--- config.mk ---
export PLATFORM = sky130hd
export DESIGN_NAME = dram_port_arbiter
export DESIGN_NICKNAME = d
export VERILOG_FILES = /design/src/rtl/dram_arb_pkg.sv /design/src/rtl/dram_arb_watchdog.sv /design/src/rtl/dram_port_arbiter.sv
export SDC_FILE = /design/constraint.sdc
export NUM_CORES = 1
export LEC_CHECK = 0
export CAP_MARGIN = 20
export CORE_AREA = 2 2 208 210
export CTS_CLUSTER_SIZE = 16
export DETAILED_ROUTE_END_ITERATION = 16
export DIE_AREA = 0 0 210 212
export GPL_TIMING_DRIVEN = 0
export PLACE_DENSITY = 0.65
export SETUP_SLACK_MARGIN = 0.5
export SYNTH_ARGS = -nofsm -noshare
export SYNTH_HDL_FRONTEND = slang
export SYNTH_SLANG_ARGS = --single-unit
--- constraint.sdc ---
create_clock -name clk -period 8.32 [get_ports clk]
set_clock_uncertainty 0.05 [all_clocks]
set_input_delay 1.248 -clock clk [delete_from_list [all_inputs] [get_ports clk]]
set_output_delay 1.248 -clock clk [all_outputs]
set_load 0.03 [all_outputs]
--- src/rtl/dram_arb_pkg.sv ---
// Shared types and constants for the DRAM port arbiter.
package dram_arb_pkg;

    localparam int unsigned CTRL_W   = 3;
    localparam int unsigned ADDR_W   = 64;
    localparam int unsigned DATA_W   = 64;
    localparam int unsigned STARVE_W = 4;

    localparam logic [CTRL_W-1:0] CTRL_NONE     = 3'b000;
    localparam logic [CTRL_W-1:0] IF_FETCH_CTRL = 3'b010;

    typedef enum logic [1:0] {
        IDLE     = 2'd0,
        BUSY_IF  = 2'd1,
        BUSY_MEM = 2'd2,
        RESP     = 2'd3
    } arb_state_t;

    typedef struct packed {
        logic [CTRL_W-1:0] rd_ctrl;
        logic [CTRL_W-1:0] wr_ctrl;
        logic [ADDR_W-1:0] addr;
        logic [DATA_W-1:0] din;
    } dram_cmd_t;

    function automatic logic ctrl_active(input logic [CTRL_W-1:0] rd, input logic [CTRL_W-1:0] wr);
        return (rd != CTRL_NONE) || (wr != CTRL_NONE);
    endfunction

endpackage

--- src/rtl/dram_arb_watchdog.sv ---
// Busy-cycle counter; expired_c flags the LIMIT-th busy cycle without completion.
module dram_arb_watchdog #(
    parameter int unsigned LIMIT = 255
) (
    input  logic clk,
    input  logic rst,
    input  logic clear_i,
    input  logic busy_i,
    output logic expired_c
);

    localparam int unsigned CNT_W = $clog2(LIMIT + 1);

    logic [CNT_W-1:0] cnt_q;
    logic [CNT_W-1:0] cnt_d;

    always_comb begin
        cnt_d     = cnt_q;
        expired_c = busy_i && (cnt_q == CNT_W'(LIMIT - 1));
        if (clear_i) begin
            cnt_d = '0;
        end else if (busy_i && !expired_c) begin
            cnt_d = cnt_q + CNT_W'(1);
        end
    end

    always_ff @(posedge clk or posedge rst) begin
        if (rst) begin
            cnt_q <= '0;
        end else begin
            cnt_q <= cnt_d;
        end
    end

endmodule

--- src/rtl/dram_port_arbiter.sv ---
// Shares one DRAM port between fetch and data access; MEM priority with IF starvation limit.
// Optional busy watchdog enabled by defining DRAM_ARB_TIMEOUT_EN.
module dram_port_arbiter
    import dram_arb_pkg::*;
#(
    parameter int unsigned IF_STARVE_LIMIT = 4,
    parameter int unsigned TIMEOUT_CYCLES  = 255
) (
    input  logic              clk,
    input  logic              rst,
    input  logic              if_req,
    input  logic [ADDR_W-1:0] if_addr,
    output logic              if_ready,
    output logic [DATA_W-1:0] if_rdata,
    output logic              if_err,
    input  logic              mem_req,
    input  logic [ADDR_W-1:0] mem_addr,
    input  logic [CTRL_W-1:0] mem_rd_ctrl,
    input  logic [CTRL_W-1:0] mem_wr_ctrl,
    input  logic [DATA_W-1:0] mem_wdata,
    output logic              mem_ready,
    output logic [DATA_W-1:0] mem_rdata,
    output logic              mem_err,
    output logic [CTRL_W-1:0] dram_rd_ctrl,
    output logic [CTRL_W-1:0] dram_wr_ctrl,
    output logic [ADDR_W-1:0] dram_addr,
    output logic [DATA_W-1:0] dram_din,
    input  logic [DATA_W-1:0] dram_dout,
    input  logic              dram_done
);

    arb_state_t            state_q, state_d;
    logic [STARVE_W-1:0]   starve_q, starve_d;
    dram_cmd_t             cmd_q, cmd_d;
    logic                  if_ready_q, if_ready_d;
    logic                  mem_ready_q, mem_ready_d;
    logic [DATA_W-1:0]     if_rdata_q, if_rdata_d;
    logic [DATA_W-1:0]     mem_rdata_q, mem_rdata_d;
    logic                  if_err_q, if_err_d;
    logic                  mem_err_q, mem_err_d;
    logic                  mem_valid_c;
    logic                  starved_c;
    logic                  grant_c;
    logic                  timeout_c;

    assign mem_valid_c = mem_req && ctrl_active(mem_rd_ctrl, mem_wr_ctrl);
    assign starved_c   = (starve_q == STARVE_W'(IF_STARVE_LIMIT));

    always_comb begin
        state_d     = state_q;
        starve_d    = starve_q;
        cmd_d       = cmd_q;
        if_ready_d  = 1'b0;
        mem_ready_d = 1'b0;
        if_rdata_d  = if_rdata_q;
        mem_rdata_d = mem_rdata_q;
        if_err_d    = if_err_q;
        mem_err_d   = mem_err_q;
        grant_c     = 1'b0;

        case (state_q)
            IDLE: begin
                if (mem_valid_c && !(if_req && starved_c)) begin
                    state_d       = BUSY_MEM;
                    grant_c       = 1'b1;
                    cmd_d.rd_ctrl = mem_rd_ctrl;
                    cmd_d.wr_ctrl = mem_wr_ctrl;
                    cmd_d.addr    = mem_addr;
                    cmd_d.din     = mem_wdata;
                    if (if_req && !starved_c) begin
                        starve_d = starve_q + STARVE_W'(1);
                    end
                end else if (if_req) begin
                    state_d       = BUSY_IF;
                    grant_c       = 1'b1;
                    starve_d      = '0;
                    cmd_d.rd_ctrl = IF_FETCH_CTRL;
                    cmd_d.wr_ctrl = CTRL_NONE;
                    cmd_d.addr    = if_addr;
                    cmd_d.din     = '0;
                end
            end
            BUSY_IF, BUSY_MEM: begin
                if (dram_done || timeout_c) begin
                    state_d = RESP;
                    cmd_d   = '0;
                    if (state_q == BUSY_IF) begin
                        if_ready_d = 1'b1;
                        if_err_d   = !dram_done;
                        if_rdata_d = dram_done ? dram_dout : '0;
                    end else begin
                        mem_ready_d = 1'b1;
                        mem_err_d   = !dram_done;
                        // Write-only completions keep the previous load data.
                        if (!dram_done) begin
                            mem_rdata_d = '0;
                        end else if (cmd_q.rd_ctrl != CTRL_NONE) begin
                            mem_rdata_d = dram_dout;
                        end
                    end
                end
            end
            RESP:    state_d = IDLE;
            default: state_d = IDLE;
        endcase
    end

`ifdef DRAM_ARB_TIMEOUT_EN
    logic busy_c;
    assign busy_c = (state_q == BUSY_IF) || (state_q == BUSY_MEM);

    dram_arb_watchdog #(
        .LIMIT(TIMEOUT_CYCLES)
    ) u_watchdog (
        .clk      (clk),
        .rst      (rst),
        .clear_i  (grant_c),
        .busy_i   (busy_c),
        .expired_c(timeout_c)
    );

    assign if_err  = if_err_q;
    assign mem_err = mem_err_q;
`else
    logic unused_cfg;
    assign timeout_c  = 1'b0;
    assign unused_cfg = ^{grant_c, if_err_q, mem_err_q, 32'(TIMEOUT_CYCLES)};
    assign if_err     = 1'b0;
    assign mem_err    = 1'b0;
`endif

    always_ff @(posedge clk or posedge rst) begin
        if (rst) begin
            state_q     <= IDLE;
            starve_q    <= '0;
            cmd_q       <= '0;
            if_ready_q  <= 1'b0;
            mem_ready_q <= 1'b0;
            if_rdata_q  <= '0;
            mem_rdata_q <= '0;
            if_err_q    <= 1'b0;
            mem_err_q   <= 1'b0;
        end else begin
            state_q     <= state_d;
            starve_q    <= starve_d;
            cmd_q       <= cmd_d;
            if_ready_q  <= if_ready_d;
            mem_ready_q <= mem_ready_d;
            if_rdata_q  <= if_rdata_d;
            mem_rdata_q <= mem_rdata_d;
            if_err_q    <= if_err_d;
            mem_err_q   <= mem_err_d;
        end
    end

    assign if_ready     = if_ready_q;
    assign if_rdata     = if_rdata_q;
    assign mem_ready    = mem_ready_q;
    assign mem_rdata    = mem_rdata_q;
    assign dram_rd_ctrl = cmd_q.rd_ctrl;
    assign dram_wr_ctrl = cmd_q.wr_ctrl;
    assign dram_addr    = cmd_q.addr;
    assign dram_din     = cmd_q.din;

endmodule

==> flow_summary.yaml <==
layout:
  fin_nets: 1541
  final_cells: 1834
  final_common_cell: "clkdlybuf4s50_1"
  drive_above_1_share: 0.167
  final_core_util: 0.417
  area_growth_pct: 67.6
  final_cell_mix: "clkdlybuf4s50_1, dfrtp_1, mux2_2, a22o_1, mux2i_1"
  n_fill_cell: 4004
power_and_ir_drop:
  cellPowerDensity_nw_per_um2: 406
  power_mw: 7.19
  p_comb_frac: 0.511
  max-vdd-ir-drop_mv: 0.301
  power_frac_clock: 0.188
  sequentialPowerShare: 0.300
  p_int_mw: 4.27
  swShare: 0.407
  leakagePower_nw: 7.63
  p_switching_mw: 2.93
die:
  dieHeight_um: 212
  initial_core_util: 0.249
  rows: 76
  boundaryPins: 533
  core_area_sq_um: 42500
  dieArea_sq_um: 44500
  die_width_um: 210
critical_path:
  critical_path_required_ns: 8.75
  endpoint_kind: "flop"
  worst-endpoint-arrival_ns: 4.09
  path_class: "in -> reg"
  cp-start-kind: "input pin"
  cp_max_fo: 10
global_routing:
  grt.total_usage: 0.159
  grt_start_max_net_pins: 44
  grt_pass1_wl_um: 54800
  grt_overflow_total: 0
  grt_pass1_vias: 9054
  antenna_found_initial: 1
cts:
  clock_path_buffers: 3
  numCtsBuffers: 31
  cts_hold_buf: 0
  tritoncts: "done"
  clk_latency_ns: 0.58
  htreeDepth: 1
  postCtsSetupBuffers: 0
  cts_root_buffer: "clkbuf_16"
  post_cts_resized: 0
  clock_sinks: 270
  path_clk_slew_ns: 0.06
sta:
  rsz0062_at_grt: "no"
  fin_crit_ns: 3.65
  finalSetupViolCount: 0
  setup_tns_ns: 0
  finalMaxSlewViolations: 0
  whs_ns: 0.435
  fmax_ghz: 0.274
  max_slew_margin: 0.482
  tightest_slew_ns: 0.772
  final-hold-violation-count: 0
  timing.final.crit_share: 0.439
routing:
  num_vias: 8229
  drt_iter0_drc: 255
  postRouteAntennaNets: 0
  avgViaCountPerCell: 4.49
  firstDrtPassIters: 4
  finalWirelength_um: 36300
  wl_per_cell_um: 19.8
  drc_errors: 0
worst_hold_path:
  min_path_type: "reg -> reg"
logic_synthesis:
  postSynthAreaPerCell_sq_um: 15.2
  synth_area_sq_um: 10600
  synthArstFlopShare: 1.00
  synthDistinctLibCells: 30
  seq_area_frac_synth: 0.638
  synth-edff-count: 0
  synth_flop_cell: "dfrtp_1"
  ys_warn_count: 0
  synth-seq-cells: 270
  syn_inst: 698
placement:
  gp_congestion: 0.809
  place.port_buffers: 530
  dp.cells: 1782
  hpwl_um: 28200
job:
  drv_cap: 0
run_status:
  status: "finished clean"
[layer usage]
| layer | share of wire | vias to the layer above | track usage |
|---|---|---|---|
| met5 | 0 | - | 0 |
| li1 | - | 3722 | - |
| met3 | 0.11 | 47 | 0.0641 |
| met1 | 0.38 | 4070 | 0.174 |
| met4 | 0.021 | 0 | 0.0426 |
| met2 | 0.50 | 390 | 0.285 |
[cell type report]
type	count	area [sq um]	area share
Antenna cell	1	2.50	0.000141
Inverter	10	41.3	0.00233
Multi-Input combinational cell	367	3550	0.200
Buffer	52	249	0.0140
Tap cell	546	683	0.0385
Clock inverter	5	90.1	0.00508
Sequential cell	270	6760	0.381
Timing Repair Buffer	537	5450	0.307
Clock buffer	46	922	0.0520
[per-stage QoR]
stage	area, sq um	setup slack (ns)
after floorplan	10600	3.45
after global placement	16600	1.44
after detailed placement	16700	4.06
after CTS	17700	4.66
after global routing	17700	4.56
final	17700	4.67
[critical path, cell delays in order]
cell	delay, ns
clkdlybuf4s50_1	0.53
nor4_1	0.46
a21oi_1	0.20
o21ai_1	0.64
buf_2	0.42
buf_2	0.38
o2bb2ai_1	0.17
[synth_stat cells, types with 2 or more instances]
master     number  area (sq um)
inv_1          10          37.5
mux2_2        129          1450
nand2_1         4          15.0
buf_1           5          18.8
nor4_1          2          12.5
buf_4           3          22.5
o21ai_0         2          10.0
clkbuf_1       15          56.3
nor3_1          3          15.0
a21o_1          2          15.0
o2bb2ai_1      65           569
a22o_1         69           604
a21oi_1         3          15.0
nand3_1         2          10.0
mux2i_1        67           671
ha_1            5          62.6
dfrtp_1       270          6760
buf_2          28           140
nor2_1          3          11.3
[sequential cells by signal, summed over array words and instances, names as in the netlist, 2 cells and up]
signal / flops
dram_wr_ctrl: 3
dram_din: 64
state_q: 2
dram_rd_ctrl: 3
dram_addr: 64
mem_rdata: 64
if_rdata: 64
starve_q: 4
[worst paths after layout]
kind	start	end	slack, ns	cells after the start
setup / recovery	mem_rd_ctrl[2]	dram_addr[6]$_DFFE_PP0P_	4.67	7
max in group asynchronous	rst	dram_din[45]$_DFFE_PP0P_	6.12	6
setup reg to reg	state_q[0]$_DFFE_PP0P_	mem_rdata[16]$_DFFE_PP0P_	5.55	8
min in group asynchronous	rst	dram_addr[8]$_DFFE_PP0P_	0.87	2
hold / removal	dram_addr[13]$_DFFE_PP0P_	dram_addr[13]$_DFFE_PP0P_	0.44	1
hold reg to reg	dram_addr[13]$_DFFE_PP0P_	dram_addr[13]$_DFFE_PP0P_	0.44	1
[power by group through the flow]
stage	sequential [mW]	clock, mW	combinational (mW)
after floorplan	3.19	0	1.03
after global placement	2.15	0	3.67
after detailed placement	2.17	0	3.70
after CTS	2.16	1.40	3.72
after global routing	2.23	1.45	3.88
final	2.16	1.35	3.68
[cells by family (layout without fill, tap and decap cells)]
family / after synthesis / after routing / synth area share
flops: 270 / 270 / 0.638
mux: 196 / 196 / 0.201
compound gates: 147 / 147 / 0.119
buf+inv: 62 / 650 / 0.0271
simple gates: 17 / 17 / 0.00875
fa+ha+maj: 5 / 5 / 0.00591
other cells: 1 / 3 / 0.000354
(Power assumes the default switching activity.)
